<file path="config.mk">
export PLATFORM = sky130hd
export DESIGN_NAME = stopwatch_ctrl
export DESIGN_NICKNAME = d
export VERILOG_FILES = /design/src/rtl/stopwatch_pkg.sv /design/src/rtl/btn_debounce.sv /design/src/rtl/stopwatch_ctrl.sv
export SDC_FILE = /design/constraint.sdc
export NUM_CORES = 1
export LEC_CHECK = 0
export BUFFER_PORTS_ARGS = -buffer_cell sky130_fd_sc_hd__buf_2
export CAP_MARGIN = 20
export CORE_ASPECT_RATIO = 1.25
export CORE_UTILIZATION = 50
export DETAILED_ROUTE_END_ITERATION = 16
export GPL_TIMING_DRIVEN = 0
export MAX_ROUTING_LAYER = met4
export PLACE_DENSITY = 0.65
export SYNTH_ARGS = -nofsm -noshare
export SYNTH_HDL_FRONTEND = slang
export SYNTH_SLANG_ARGS = --single-unit
</file>
<file path="constraint.sdc">
create_clock -name clk -period 5.5 [get_ports clk]
set_input_delay 0.275 -clock clk [delete_from_list [all_inputs] [get_ports clk]]
set_output_delay 0.275 -clock clk [all_outputs]
set_load 0.1 [all_outputs]
</file>
<file path="src/rtl/stopwatch_pkg.sv">
// Shared definitions for the stopwatch control sequencer.
package stopwatch_pkg;

    typedef enum logic [1:0] {
        IDLE   = 2'd0,
        RUN    = 2'd1,
        PAUSED = 2'd2,
        DONE   = 2'd3
    } sw_state_t;

    localparam int unsigned DEFAULT_DEBOUNCE_CYCLES = 16;

endpackage

</file>
<file path="src/rtl/btn_debounce.sv">
// Button conditioner: 2-FF synchroniser, stability-count debouncer and a
// registered single-cycle pulse on each accepted rising level.
module btn_debounce
    import stopwatch_pkg::*;
#(
    parameter int unsigned DEBOUNCE_CYCLES = DEFAULT_DEBOUNCE_CYCLES,
    parameter int unsigned CNT_W           = 20
) (
    input  logic clk,
    input  logic rst,
    input  logic raw,
    output logic press
);

    localparam logic [CNT_W-1:0] CNT_LAST = CNT_W'(DEBOUNCE_CYCLES - 1);

    logic             sync1;
    logic             s;
    logic             db;
    logic [CNT_W-1:0] cnt;

    always_ff @(posedge clk) begin
        if (rst) begin
            sync1 <= 1'b0;
            s     <= 1'b0;
            db    <= 1'b0;
            cnt   <= '0;
            press <= 1'b0;
        end else begin
            sync1 <= raw;
            s     <= sync1;
            press <= 1'b0;
            if (s != db) begin
                if (cnt == CNT_LAST) begin
                    db    <= s;
                    cnt   <= '0;
                    press <= s & ~db;
                end else begin
                    cnt <= cnt + CNT_W'(1);
                end
            end else begin
                // Any return to the accepted level discards the partial count.
                cnt <= '0;
            end
        end
    end

endmodule

</file>
<file path="src/rtl/stopwatch_ctrl.sv">
// Stopwatch control sequencer: conditions the four buttons and runs the
// IDLE/RUN/PAUSED/DONE state machine driving run enable, clear and hold.
module stopwatch_ctrl
    import stopwatch_pkg::*;
#(
    parameter int unsigned DEBOUNCE_CYCLES = DEFAULT_DEBOUNCE_CYCLES,
    parameter int unsigned CNT_W           = 20,
    parameter bit          STOP_AT_WRAP    = 1'b0
) (
    input  logic       clk,
    input  logic       rst,
    input  logic       btn_start,
    input  logic       btn_pause,
    input  logic       btn_reset,
    input  logic       btn_lap,
    input  logic       overflow,
    output logic       run_en,
    output logic       clr,
    output logic       hold,
    output logic [1:0] state
);

    logic press_start;
    logic press_pause;
    logic press_reset;
    logic press_lap;

    btn_debounce #(.DEBOUNCE_CYCLES(DEBOUNCE_CYCLES), .CNT_W(CNT_W)) u_db_start (
        .clk(clk), .rst(rst), .raw(btn_start), .press(press_start)
    );
    btn_debounce #(.DEBOUNCE_CYCLES(DEBOUNCE_CYCLES), .CNT_W(CNT_W)) u_db_pause (
        .clk(clk), .rst(rst), .raw(btn_pause), .press(press_pause)
    );
    btn_debounce #(.DEBOUNCE_CYCLES(DEBOUNCE_CYCLES), .CNT_W(CNT_W)) u_db_reset (
        .clk(clk), .rst(rst), .raw(btn_reset), .press(press_reset)
    );
    btn_debounce #(.DEBOUNCE_CYCLES(DEBOUNCE_CYCLES), .CNT_W(CNT_W)) u_db_lap (
        .clk(clk), .rst(rst), .raw(btn_lap), .press(press_lap)
    );

    sw_state_t state_q, state_d;
    logic      hold_q, hold_d;
    logic      clr_q, clr_d;

    always_ff @(posedge clk) begin
        if (rst) begin
            state_q <= IDLE;
            hold_q  <= 1'b0;
            clr_q   <= 1'b0;
        end else begin
            state_q <= state_d;
            hold_q  <= hold_d;
            clr_q   <= clr_d;
        end
    end

    // Ignored presses fall through, so only the highest-priority effective one acts.
    always_comb begin
        state_d = state_q;
        hold_d  = hold_q;
        clr_d   = 1'b0;
        if (press_reset) begin
            state_d = IDLE;
            clr_d   = 1'b1;
            hold_d  = 1'b0;
        end else begin
            case (state_q)
                IDLE: begin
                    if (press_start) state_d = RUN;
                end
                RUN: begin
                    if (STOP_AT_WRAP && overflow) state_d = DONE;
                    else if (press_pause)         state_d = PAUSED;
                    else if (press_lap)           hold_d  = ~hold_q;
                end
                PAUSED: begin
                    if (press_start || press_pause) state_d = RUN;
                    else if (press_lap)             hold_d  = ~hold_q;
                end
                DONE: ;
                default: state_d = IDLE;
            endcase
        end
    end

    assign run_en = (state_q == RUN);
    assign clr    = clr_q;
    assign hold   = hold_q;
    assign state  = state_q;

endmodule

</file>
After elaboration in Yosys (flattened, before gate mapping)

Cells that the tools add are included.

Input port bits: 7
Flip-flop bits (word level): 100

Reduce and logical (&&, ||, !) cells: 19
Mux-type cells: 9
$add $sub $neg: 4
Bitwise gates (word level): 17
Equal/unequal tests: 15

Operators with widths:

| operator              | count |
|---|---|
| $add 20x1->20 const B | 4 |
| $eq 20x4->1 const B   | 4 |
| $reduce_or 3->1       | 8 |
| $not 1->1             | 13 |
| $reduce_and 2->1      | 4 |
| $mux 2                | 3 |
| $ne 2x2->1 const B    | 3 |
| $pmux 2 s3            | 1 |
| $and 1x1->1           | 4 |
| $mux 1                | 4 |
| $ne 1x1->1            | 4 |
| $ne 2x1->1 const B    | 2 |
| $reduce_and 4->1      | 1 |
| $reduce_and 3->1      | 1 |
| $reduce_bool 3->1     | 1 |
| $eq 2x1->1 const B    | 1 |
| $eq 2x2->1 const B    | 1 |
| $logic_not 2->1       | 1 |
| $pmux 1 s2            | 1 |
| $reduce_bool 2->1     | 1 |
| $reduce_or 2->1       | 1 |
| $logic_or 1x1->1      | 1 |

Longest topological paths before layout

Depth after elaboration: 4
Gate-level depth with buffers: 6
Depth with buffers taken out: 6

Modules after synthesis

A second synthesis with hierarchy kept.

Cells, all modules: 504
Area total of the unflattened synthesis: 4489.3 µm²

Modules (own cells, without submodules):

| module         | area an instance (µm²) | sequential area each (µm²) | instances | cells each |
|---|---|---|---|---|
| btn_debounce   | 1052.3                 | 480.5                      | 4         | 119 |
| stopwatch_ctrl | 280.3                  | 80.1                       | 1         | 28 |

Worst setup path after synthesis

Ideal clock, no wire load.

Path kind: register to register
Start: register state_q[0], in the netlist state[0]
End: register state_q[1], in the netlist state[1]
Buffers on the path: 0
Setup slack: 2772 ps
Arrival time: 2643 ps
Cell stages (with the launch flop): 4
Path through: dfxtp_1 -> ha_1 -> or3b_2 -> a211oi_1

Longest elaborated chain between the ends: 3
Elaborated cells between the ends (all ways): 9
Those cells by class: eq/ne (5); mux (1); reduce/logical (3)

Ends and longest elaborated chain:

| what                                                                    | RTL line             | text |
|---|---|---|
| start: declaration                                                      | stopwatch_ctrl.sv:41 | `sw_state_t state_q, state_d;` |
| start signal: assignment                                                | stopwatch_ctrl.sv:51 | `state_q <= state_d;` |
| $eq 2x1->1 (*)                                                          | --                   |  |
| named net run_en                                                        | stopwatch_ctrl.sv:17 | `output logic run_en,` |
| $ne 2x1->1 (no source line) / $reduce_bool 3->1 (equally long branches) | --                   |  |
| $reduce_and 4->1 (no source line)                                       | --                   |  |

The timed path passes the listed nets; every way through them passes the cells marked *.
A chain may end at the register's enable or synchronous reset.

Final worst setup path

Start: register u_db_pause.cnt[0]
End: register u_db_pause.cnt[15]

Longest elaborated chain between the ends: 2
Elaborated cells between the ends (all ways): 3
Those cells by class: add/sub (1); eq/ne (1); reduce/logical (1)

Ends and longest elaborated chain:

| what                                                  | RTL line           | text |
|---|---|---|
| start: declaration                                    | btn_debounce.sv:20 | `logic [CNT_W-1:0] cnt;` |
| start signal: assignment                              | btn_debounce.sv:39 | `cnt <= cnt + CNT_W'(1);` |
| branches (longest 2 deep; another with $add 20x1->20) | --                 |  |

Several ways; the timed one is not identified.

==> metrics.md <==
| Metric | Value |
|---|---|
| Iteration-0 DRC Markers | 127 |
| Clock Tree Root | clkbuf_8 |
| Clk_lat worst skew | roughly 0.36 ns |
| Synth-to-Final Area Change | 8.350% |
| Final setup vio count | 0 |
| Data arrival, critical path | roughly 2.6 ns |
| Via Count | around 3,500 |
| Final Cell Area | between 4000 and 5000 µm² |
| Commonest non-fill, non-tap cell in the layout | dfxtp_1 |
| VDD IR max | between 100 and 150 µV |
| Largest area contributor in the netlist | dfxtp_1 |
| Uppermost layer routed | met4 |
| Area of the multi-input gates | 2282 µm² |
| Buffers on Ports | 9 |
| Startpoint types | flop |
| Placed cells | between 600 and 700 |
| CP Cell Sequence | ha_1, nand3_1, nand2b_1, o21ai_1, clkbuf_1, nor2_1 |
| Final TNS setup | 0 ns |
| Sequential area share after synthesis | 0.4529 |
| Number of CTS-inserted buffers | 9 |
| P_leak | 1.458 nW |
| Post-synth net total | ~530 |
| Reg power frac | 0.596 |
| Share of cells above drive strength 1 | 0.06215 |
| Met3 routed WL | around 140 µm |
| Unique masters post-synth | between 40 and 50 |
| CTS sink cnt | 100 |
| Via-per-instance ratio | approximately 5.3 |
| Bufs on Longest Clock Path | 2 |
| Maxcap violations | 0 |
| Worst-Margin Slew | 0.8208 ns |
| Syn Inst Count | 506 |
| Pins Over Slew Limit | 0 |
| All-layer global routing usage | 0.1961 |
| WP data required | ~5.7 ns |
| Clock transition at path regs | 0.08 ns |
| M1 WL | just under 4 mm |
| Die width | about 86 µm |
| Critical Path Sink Type | flop |
| 1st-pass router iterations | 4 |
| Initial core utilization | 0.5108 |
| Crit path max fanout | 10 |
| First-pass GRT wire length | 14.23 mm |
| CP Class | reg2reg |
| DP Wirelength | ~5.8 mm |
| Min-Delay Path Class | in2reg |
| Fill cells | around 840 |
| Die Ht | 107.1 µm |
| Final Hold Violating Endpoints | 0 |
| Pwr/cell area | approximately 260 nW/µm² |
| Nets | approximately 550 |
| CTS tree | built |
| Ports | 12 |
| Commonest cells after routing, fill and taps aside | 100 x dfxtp_1, 81 x nor2_1, 49 x xnor2_1, 34 x nor4_1, 26 x inv_1 |
| Diode count | 0 |
| Unrepaired setup endpoints after global routing | no |
| Post-CTS Hold Fix Bufs | 0 |
| Setup Slack @ Placement | ~3.1 ns |
| Vias in the first global route | ~3,300 |
| Final Instance Count excl. Fillers | ~650 |
| Initial antenna violation count | 0 |
| Share of the synthesized area in the top cell type | 0.4529 |
| Post-CTS Repair Setup Buffers | 0 |
| Largest net degree at the start of global routing | 15 |
| Reg2Reg Depth | 6 |
| Gates resized, CTS repair | 0 |
| Comb pwr share | 0.065 |
| Total wire length | 8.082 mm |
| Row cnt | 38 |
| Sequential cell area | about 2000 µm² |
| Worst rel slew slack | 0.4477 |
| Top cells by area, synth | dfxtp_1 45%, xnor2_1 9.7%, nor2_1 6.9%, nor4_1 4.8%, ha_1 3.4% |
| Post-synthesis instance area | approximately 4400 µm² |
| Wirelength per Cell | 12.41 µm |
| Int Power | between 0.0009 and 0.001 W |
| Routed Antenna Nets | 0 |
| CP max stage cell | o21ai_1 |
| Avg Cell Area, Syn | about 8.7 µm² |
| Post-place instance area | 4616 µm² |
| YS warnings | 0 |
| Max stage delay on crit path | about 0.56 ns |
| Net Switching | approximately 0.0003 W |
| GPL Wtd Cong | slightly below 0.9 |
| Die area | 9223 µm² |
| Hold depth | 2 |
| Minimum clock period | between 2 and 2.5 ns |
| Met2 WL | around 3.9 mm |
| Switching share of power | 0.2426 |
| Fmax | approximately 420 MHz |
| Period utilization | 0.4283 |
| Status | finished, final reports clean |
| #FFs+latches synth | 100 |
| Synth Flop Type | dfxtp_1 |
| Final setup margin | ~3.1 ns |
| Post-synth EDFFs | 0 |
| GRT overflow | 0 |
| Asr flop ratio synth | 0 |
| Worst Skew | between 0.003 and 0.004 ns |
| H-Tree Level Count | 3 |
| Area of the core | 8653 µm² |
| Clk pwr share | 0.339 |
| # DRC | 0 |
per-layer routing:
metal  global-route usage  vias to the layer above
met2               0.3294                       25
met5                    -                        -
met4              0.09167                        0
li1                     -                     1823
met1               0.2324                     1613
met3              0.02540                       13
metrics by stage:
stage / hold slack [ns] / power [W] / utilization
final: 0.1226 / 0.001233 / 0.5535
after global routing: 0.1335 / 0.001279 / 0.5535
after CTS: 0.1099 / 0.001249 / 0.5529
after detailed placement: 0.4333 / 0.0008332 / 0.5334
after global placement: 0.4283 / 0.0008303 / 0.5334
after floorplan: 0.4032 / 0.0008185 / -
flip-flops by register name, summed over array words and instances (netlist names), 2 cells and up:
register        count
u_db_start.cnt     20
u_db_reset.cnt     20
state               2
u_db_lap.cnt       20
u_db_pause.cnt     20
synthesized netlist by cell type, types with 3 or more instances:
cell type	n
and3_1	5
ha_1	12
nor4_1	34
xnor2_1	49
a211oi_1	4
or4_1	7
or3_1	6
nand2b_1	4
nor2b_1	9
nor3_1	24
dfxtp_1	100
o21ai_1	3
mux2i_1	6
nand4_1	17
nand2_1	23
xor2_1	7
o31ai_1	7
inv_1	26
nor2_1	81
nand3_1	25
a21oi_1	16
o21ai_0	6
clkbuf_1	9
a21o_1	3
power by group through the flow:
stage | clock network, W | registers (W) | logic (W)
floorplan | 0 | 0.000770 | 0.0000484
global placement | 0 | 0.000752 | 0.0000784
detailed placement | 0 | 0.000752 | 0.0000812
CTS | 0.000433 | 0.000735 | 0.0000813
global route | 0.000454 | 0.000736 | 0.0000888
finish | 0.000418 | 0.000735 | 0.0000804
critical path: cells and delay by family, from the launching register on:
| kind | cells | cell delay (ns) |
|---|---|---|
| simple gates | 3 | 0.67 |
| compound gates | 1 | 0.56 |
| buf+inv | 1 | 0.41 |
| flops | 1 | 0.38 |
| fa+ha+maj | 1 | 0.21 |
worst paths after layout:
path                            slack [ns]               from                  to
worst max-delay path                  3.14  u_db_pause.cnt[0]  u_db_pause.cnt[15]
worst min-delay path                  0.12            btn_lap      u_db_lap.sync1
worst max register to register        3.14  u_db_pause.cnt[0]  u_db_pause.cnt[15]
worst min register to register        0.45     u_db_lap.sync1          u_db_lap.s
kinds of logic (layout without fill, tap and decap cells):
| group | after synthesis | after routing | share of synthesized area |
|---|---|---|---|
| DFF | 100 | 100 | 0.4529 |
| muxes | 6 | 6 | 0.01359 |
| and+or+nand+nor | 248 | 248 | 0.2873 |
| adders and majority gates | 12 | 12 | 0.03396 |
| buffers and inverters | 36 | 61 | 0.03085 |
| AOI/OAI and AO/OA | 48 | 48 | 0.07048 |
| xor gates and xnor gates | 56 | 56 | 0.1110 |
final cells by class:
class / count / share of cell area
Inverter: 26 / 0.02038
Tap cell: 120 / 0.03135
Clock inverter: 2 / 0.002090
Sequential cell: 100 / 0.4180
Multi-Input combinational cell: 370 / 0.4765
Timing Repair Buffer: 10 / 0.01045
Clock buffer: 13 / 0.03318
Buffer: 10 / 0.008098
(Power assumes the default switching activity.)
